$ cat config.mk
export PLATFORM = sky130hd
export DESIGN_NAME = ej32_ss_ctl
export DESIGN_NICKNAME = d
export VERILOG_FILES = /design/src/rtl/ej32_ss_ctl.sv
export SDC_FILE = /design/constraint.sdc
export NUM_CORES = 1
export LEC_CHECK = 0
export ABC_AREA = 1
export BUFFER_PORTS_ARGS = -buffer_cell sky130_fd_sc_hd__buf_2
export CORE_ASPECT_RATIO = 0.7
export CORE_MARGIN = 2
export CORE_UTILIZATION = 46
export CTS_CLUSTER_DIAMETER = 40
export DETAILED_ROUTE_END_ITERATION = 16
export GPL_TIMING_DRIVEN = 0
export PLACE_DENSITY = 0.77
export SYNTH_ARGS = -nofsm -noshare
export SYNTH_HDL_FRONTEND = slang
export SYNTH_SLANG_ARGS = --single-unit
export TNS_END_PERCENT = 5
$ cat constraint.sdc
create_clock -name clk -period 1.45 [get_ports clk]
set_input_delay 0 -clock clk [delete_from_list [all_inputs] [get_ports clk]]
set_output_delay 0 -clock clk [all_outputs]
set_load 0.02 [all_outputs]
$ cat src/rtl/ej32_ss_ctl.sv
`default_nettype none
// ============================================================================
// ej32_ss_ctl : eJ32 data-stack controller (NOS cache, EBR ports, bypass)
// Rev 1.0
// ============================================================================
module ej32_ss_ctl #(
   parameter int SS_DEPTH = 32,
   parameter int ASZ      = 5,
   parameter int DSZ      = 32
) (
   input  logic           clk,
   input  logic           rst,
   input  logic           en,
   input  logic [1:0]     op_i,
   input  logic [DSZ-1:0] t_i,
   input  logic           err_clr,
   input  logic [DSZ-1:0] rd_data_i,
   output logic           ss_ren,
   output logic           ss_wen,
   output logic [ASZ-1:0] ss_raddr,
   output logic [ASZ-1:0] ss_waddr,
   output logic [DSZ-1:0] ss_wdata,
   output logic [DSZ-1:0] s_o,
   output logic           bsy_o,
   output logic [ASZ:0]   depth_o,
   output logic           full_o,
   output logic           empty_o,
   output logic           ovf_o,
   output logic           unf_o
);

   localparam logic [1:0]   c_op_nop  = 2'd0;
   localparam logic [1:0]   c_op_push = 2'd1;
   localparam logic [1:0]   c_op_pop  = 2'd2;
   localparam logic [1:0]   c_op_swap = 2'd3;
   localparam logic [ASZ:0] c_one     = (ASZ+1)'(1);
   localparam logic [ASZ:0] c_full    = (ASZ+1)'(SS_DEPTH + 1);
   localparam logic [ASZ-1:0] c_a_one = ASZ'(1);

   typedef enum logic [0:0] {
      ST_IDLE = 1'b0,
      ST_FILL = 1'b1
   } state_t;

   state_t         state_q, state_d;
   logic [ASZ:0]   sp_q, sp_d;
   logic [ASZ:0]   depth_q, depth_d;
   logic [DSZ-1:0] s_q, s_d;
   logic [DSZ-1:0] byp_q, byp_d;
   logic           byp_vld_q, byp_vld_d;
   logic           ovf_q, ovf_d;
   logic           unf_q, unf_d;

   logic           w_accept;
   logic           w_full;
   logic           w_empty;

   assign w_full   = (depth_q == c_full);
   assign w_empty  = (depth_q == '0);
   assign w_accept = en && (state_q == ST_IDLE) && (op_i != c_op_nop);

   always_comb begin
      state_d   = state_q;
      sp_d      = sp_q;
      depth_d   = depth_q;
      s_d       = s_q;
      byp_d     = byp_q;
      byp_vld_d = byp_vld_q;
      ovf_d     = ovf_q;
      unf_d     = unf_q;
      ss_ren    = 1'b0;
      ss_wen    = 1'b0;
      ss_raddr  = sp_q[ASZ-1:0];
      ss_waddr  = sp_q[ASZ-1:0];
      ss_wdata  = s_q;

      // Clear first so a same-cycle error below overrides it.
      if (en && err_clr) begin
         ovf_d = 1'b0;
         unf_d = 1'b0;
      end

      case (state_q)
         ST_FILL: begin
            // Keep the read asserted so the data is still there after an en stall.
            ss_ren   = 1'b1;
            ss_raddr = sp_q[ASZ-1:0];
            if (en) begin
               s_d     = rd_data_i;
               state_d = ST_IDLE;
            end
         end
         default: begin
            if (w_accept) begin
               case (op_i)
                  c_op_push: begin
                     if (w_full) begin
                        ovf_d = 1'b1;
                     end else begin
                        if (!w_empty) begin
                           ss_wen    = 1'b1;
                           sp_d      = sp_q + c_one;
                           byp_d     = s_q;
                           byp_vld_d = 1'b1;
                        end
                        s_d     = t_i;
                        depth_d = depth_q + c_one;
                     end
                  end
                  c_op_pop: begin
                     byp_vld_d = 1'b0;
                     if (w_empty) begin
                        unf_d = 1'b1;
                     end else if (depth_q == c_one) begin
                        depth_d = '0;
                        s_d     = '0;
                     end else if (byp_vld_q) begin
                        s_d     = byp_q;
                        sp_d    = sp_q - c_one;
                        depth_d = depth_q - c_one;
                     end else begin
                        ss_ren   = 1'b1;
                        ss_raddr = sp_q[ASZ-1:0] - c_a_one;
                        sp_d     = sp_q - c_one;
                        depth_d  = depth_q - c_one;
                        state_d  = ST_FILL;
                     end
                  end
                  c_op_swap: begin
                     s_d       = t_i;
                     byp_vld_d = 1'b0;
                  end
                  default: ;
               endcase
            end
         end
      endcase
   end

   always_ff @(posedge clk) begin
      if (rst) begin
         state_q   <= ST_IDLE;
         sp_q      <= '0;
         depth_q   <= '0;
         s_q       <= '0;
         byp_q     <= '0;
         byp_vld_q <= 1'b0;
         ovf_q     <= 1'b0;
         unf_q     <= 1'b0;
      end else begin
         state_q   <= state_d;
         sp_q      <= sp_d;
         depth_q   <= depth_d;
         s_q       <= s_d;
         byp_q     <= byp_d;
         byp_vld_q <= byp_vld_d;
         ovf_q     <= ovf_d;
         unf_q     <= unf_d;
      end
   end

   assign s_o     = s_q;
   assign bsy_o   = (state_q == ST_FILL);
   assign depth_o = depth_q;
   assign full_o  = w_full;
   assign empty_o = w_empty;
   assign ovf_o   = ovf_q;
   assign unf_o   = unf_q;

endmodule
`default_nettype wire

Word-level counts from Yosys, hierarchy flattened

Cells that the tools add are included.

Register bits after elaboration: 80
Bits in latches: 0
RAM bits: 0
Bits in read-only memories: 0
Output and inout port bits: 87
Logic and storage cells: 93
Memories: 0

Add/sub/neg operators: 5
$mul: 0
Div/mod/pow operators: 0
$lt $le $gt $ge: 0
Equality and inequality tests: 13
Shift operators: 0
Multiplexer cells: 49
Bitwise gates (word level): 3
Reduce and logical (&&, ||, !) cells: 15

Operators by type and width:

| operator                                                           | number |
|---|---|
| 32-bit 2-to-1 mux                                                  | 7 |
| 32-bit one-hot mux with 3 select lines                             | 1 |
| 6-bit 2-to-1 mux                                                   | 7 |
| 5-bit 2-to-1 mux                                                   | 6 |
| 1-bit 2-to-1 mux                                                   | 25 |
| 6-bit one-hot mux with 2 select lines                              | 2 |
| 5-bit AND reduction                                                | 3 |
| 6-bit by 1-bit adder with 6-bit output, second input constant      | 2 |
| 6-bit by 1-bit subtractor with 6-bit output, second input constant | 2 |
| 2-bit != test, second input constant                               | 5 |
| 2-bit nonzero test                                                 | 4 |
| 7-bit AND reduction                                                | 1 |
| 6-bit by 1-bit == test with 1-bit output, second input constant    | 1 |
| 6-bit == test, second input constant                               | 1 |
| 6-bit zero test                                                    | 1 |
| 3-bit != test, second input constant                               | 2 |
| 6-bit AND reduction                                                | 1 |
| 5-bit by 1-bit subtractor with 5-bit output, second input constant | 1 |
| 2-bit == test, second input constant                               | 2 |
| 4-bit != test, second input constant                               | 1 |
| 4-bit nonzero test                                                 | 1 |
| 1-bit logical AND                                                  | 3 |
| 1-bit NOT                                                          | 3 |
| 2-bit by 1-bit == test with 1-bit output, second input constant    | 1 |
| other kinds (2)                                                    | 2 |

Logic depth before layout (Yosys ltp)

Depth after elaboration: 7
Depth in mapped cells: 11
Mapped depth without buffers: 11

Least setup slack after synthesis

OpenSTA, ideal clock, no wires.

Kind: reg-to-reg
Start point: register depth_q[0], in the netlist depth_o[0]
End point: register s_q[27], in the netlist s_o[27]
Data arrival time: 1749 ps
Data required time: 1337 ps
Setup slack: -412 ps
Stages on the path, launching flop included: 10
Clock period less this slack: 1862 ps
Path through: dfxtp_1 > ha_1 > nand2_1 > nor2_1 > nand3_1 > nand2_2 > nor2_8 > buf_6 > nor2_1 > nor2_1

RTL lines:

| element                       | RTL line | text |
|---|---|---|
| start: declaration            | 47       | `logic [ASZ:0] depth_q, depth_d;` |
| start signal: assignment      | 153      | `depth_q <= depth_d;` |
| 6-bit == test                 | 58       | `assign w_full = (depth_q == c_full);` |
| via full_o                    | 26       | `output logic full_o,` |
| 3-bit != test (no line)       | --       |  |
| 6-bit AND reduction (no line) | --       |  |
| end signal: assignment        | 145      | `s_q <= '0;` |
| end signal: assignment        | 154      | `s_q <= s_d;` |
| end: declaration              | 48       | `logic [DSZ-1:0] s_q, s_d;` |

The timed path passes the listed nets, and every way through them passes these cells. The select of a mux whose other input is x is not followed.
A chain may end at the register's enable or synchronous reset.

Final worst setup path

Start point: register depth_q[0], in the netlist depth_o[0]
End point: output ss_wen

Longest elaborated chain between the ends: 6

RTL lines:

| element            | RTL line | text |
|---|---|---|
| 6-bit zero test    | 59       | `assign w_empty = (depth_q == '0);` |
| 1-bit 2-to-1 mux   | 100      | `if (!w_empty) begin` |
| 1-bit 2-to-1 mux * | 97       | `if (w_full) begin` |
| 1-bit 2-to-1 mux * | 95       | `case (op_i)` |
| 1-bit 2-to-1 mux * | 94       | `if (w_accept) begin` |
| 1-bit 2-to-1 mux * | 83       | `case (state_q)` |
| end: declaration   | 19       | `output logic ss_wen,` |

Mark *: on every way between the ends. The rest lies on a longest branch, timed or not.

==> flow_metrics.py <==
metrics = {
    "status": {
        "status": "finished, violations left",
        "failed_checks": "setup timing",
    },
    "grt": {
        "grt_max_degree": 14,
        "grtUsageTotal": 0.256,
        "grt_pass1_wl_mm": 21.4,
        "grt_pass1_vias": 4361,
        "overflow": 0,
        "antenna_found_initial": 0,
    },
    "floorplan": {
        "start_util": 0.472,
        "die-height_um": 87.4,
        "die-area_um2": 10800,
        "core_area_um2": 9680,
        "die_x_um": 123,
        "num_io_pins": 157,
        "row_count": 30,
    },
    "sta": {
        "worstMarginPinSlew_ns": 0.685,
        "slew_headroom": 0.543,
        "max_freq_ghz": 0.546,
        "final.setup.worst_slack_ns": -0.383,
        "finalHoldViolations": 0,
        "period_minus_slack_ns": 1.83,
        "rsz0062_at_grt": "true",
        "post-route-period-util": 1.26,
        "setup_viol": 83,
        "finalClockSkew_ns": 0.00453,
        "slew_viol_final": 0,
    },
    "clocking": {
        "cts_buffer_depth": 2,
        "cts_buffers": 9,
        "clock_sinks": 79,
        "clock_latency_ns": 0.34,
        "clk_pin_slew_ns": 0.06,
        "htreeDepth": 3,
        "ctsRootBufferMaster": "clkbuf_16",
        "cts_tree": "built",
    },
    "setup_path": {
        "rrSetupSlack_ns": -0.34,
        "cp.required_ns": 1.45,
        "start_kind": "register",
        "worst-endpoint-arrival_ns": 1.83,
        "worstReg2RegEnd": "s_o[31]",
        "crit_chain": "inv_2, ha_4, nand3_4, nand2_4, buf_4, nor2_2, buf_2, buf_2",
        "cp_slowest_cell": "dfxtp_4",
        "reg2reg_depth": 11,
        "cp_top_family": "buffers and inverters",
        "crit_type": "register to output pin",
        "path_max_fanout": 10,
        "max_stage_delay_ns": 0.37,
        "crit_buf_inv": 4,
        "end_kind": "output pin",
        "cp_common_cell": "buf_2",
        "r2r_start": "depth_o[2]",
    },
    "cells_and_area": {
        "nets": 941,
        "instances_no_fill": 996,
        "nFillCells": 904,
        "diodes": 0,
        "synthToLayoutAreaGrowth_pct": 36.3,
        "drive_above_1_share": 0.373,
    },
    "placement": {
        "hpwl_mm": 9.54,
        "place_ws_ns": -0.405,
        "place_congestion": 0.857,
        "placedCellCount": 962,
        "port_buffers": 155,
    },
    "yosys": {
        "synth_most_common_cell": "nand2_1",
        "netlist_instances": 679,
        "synth_cell_types": 32,
        "synth_top_family_by_area": "simple AND/OR/NAND/NOR gates",
        "synth_async_sr_flop_share": 0,
        "synth_compound_area_frac": 0.155,
        "synthMuxAreaShare": 0,
        "synth_simple_gate_area_frac": 0.312,
        "syn-num-nets": 757,
        "synth_edf_count": 0,
        "syn_area_um2": 4570,
        "ys_top_cells_by_area": "dfxtp_1 35%, nand2_1 13%, nor2_1 8.2%",
        "synth_xor_area_frac": 0.0230,
        "ys_ff_latch": 79,
        "yosysTopAreaCell": "dfxtp_1",
        "yosys_warnings": 0,
        "synth_top_cell_area_share": 0.346,
        "yosysSeqAreaShare": 0.346,
        "syn_area_per_cell_um2": 6.74,
        "synth_adder_area_share": 0.0235,
        "ys.flop_type": "dfxtp_1",
        "yosys-top-cells-count": "160 x nand2_1, 100 x nor2_1, 79 x dfxtp_1",
    },
    "pwr": {
        "cellLeakagePower_uw": 0.00309,
        "powerDensity_nw_per_um2": 1110,
        "ir_drop_v": 0.000590,
    },
    "drt": {
        "drt_iter0_drc": 340,
        "vias": 4941,
        "routed_via_density": 4.96,
        "wirelength_mm": 13.8,
        "post-route-drc-count": 0,
        "dr.pass1.iters": 5,
        "ant_nets": 0,
        "post_drt_wl_per_cell_um": 13.9,
    },
    "min_path": {
        "hold_class": "primary input to register",
        "worstHoldPathCells": 4,
        "worstHoldEndpoint": "unf_o",
        "worstHoldStart": "err_clr",
    },
    "run": {
        "max-cap-violations": 0,
    },
}
per-layer routing:
metal  routed length [um]  track usage  vias to the layer above  share of wire
li1                     -            -                     2492              -
met1                 6440        0.353                     2210           0.47
met2                 6040        0.408                      219           0.44
met3                 1160       0.0556                       20          0.084
met4                  161       0.0651                        0          0.012
met5                    0            0                        -              0
worst max-delay path by stage:
| stage | from | to | slack, ns | cells past startpoint |
|---|---|---|---|---|
| 3_5_place_dp | depth_o[1] | s_o[1] | -0.41 | 10 |
| 3_3_place_gp | depth_o[1] | s_o[1] | -0.42 | 10 |
| 5_1_grt | depth_o[0] | ss_raddr[0] | -0.45 | 8 |
| 2_1_floorplan | depth_o[2] | s_o[27] | -0.11 | 10 |
| 4_1_cts | depth_o[0] | ss_raddr[3] | -0.35 | 10 |
| 6_report | depth_o[0] | ss_wen | -0.38 | 8 |
worst min-delay path, cell delays in order:
cell,delay [ns]
buf_2,0.08
inv_1,0.04
o21ai_0,0.14
a21oi_1,0.07
layout make-up:
type                            instances  area (um2)  area share
Multi-Input combinational cell        485        2490       0.399
Buffer                                 67         497      0.0797
Tap cell                              128         160      0.0257
Timing Repair Buffer                  173         947       0.152
Inverter                               48         188      0.0301
Sequential cell                        79        1600       0.257
Clock buffer                           11         254      0.0407
Clock inverter                          5         103      0.0165
logic make-up (layout without fill, tap and decap cells):
group,count (synthesis),count (layout)
AO/OA/AOI/OAI,139,139
XOR/XNOR,12,12
adder cells (fa/ha/maj),8,8
buffers and inverters,116,304
flip-flops,79,79
AND/OR/NAND/NOR,325,326
state kept, by name (all words and copies together) (netlist names):
name / count
byp_q: 32
ovf_o: 1
s_o: 32
depth_o: 6
byp_vld_q: 1
sp_q: 5
bsy_o: 1
unf_o: 1
cell usage in the layout (no fill, tap or decap), types with 6 or more instances in the layout:
cell | synthesis | layout
or2_2 | 32 | 32
nor2_1 | 100 | 98
buf_6 | 10 | 15
o21ai_0 | 57 | 51
xor2_1 | 8 | 8
clkbuf_16 | 0 | 11
dfxtp_1 | 79 | 73
nand2_1 | 160 | 154
a21oi_1 | 71 | 69
buf_4 | 32 | 54
nand3_1 | 12 | 10
inv_1 | 42 | 38
inv_2 | 4 | 6
buf_2 | 10 | 155
o21ai_1 | 10 | 14
nand2_2 | 3 | 8
clkbuf_1 | 14 | 13
through the flow:
| stage | power (uW) | TNS [ns] | utilization | hold slack (ns) | cell area [um2] |
|---|---|---|---|---|---|
| final | 6900 | -17.80 | 0.644 | 0.0307 | 6230 |
| after global routing | 7210 | -25.57 | 0.644 | 0.0781 | 6230 |
| after CTS | 6880 | -13.93 | 0.639 | 0.0179 | 6180 |
| after detailed placement | 4100 | -21.34 | 0.573 | 0.370 | 5550 |
| after global placement | 4080 | -21.18 | 0.573 | 0.360 | 5550 |
| after floorplan | 3600 | -5.82 | - | 0.223 | 4610 |
repair_timing:
| item | 4_1_cts | 5_1_grt |
|---|---|---|
| cloned | 1 | 0 |
| hold buffers | 0 | 0 |
| pin swaps | 16 | 4 |
| setup buffers | 15 | 3 |
| setup endpoints to repair | 83 | 84 |
| gates resized for setup | 48 | 12 |
| endpoints found under the hold margin | 0 | 0 |
power breakdown:
group	switching [uW]	internal (uW)	total [uW]
combinational	1020	730	1750
clock	905	1780	2690
sequential	146	2320	2460
total	2070	4830	6900
Note: power is estimated with default switching activity, not from simulation.
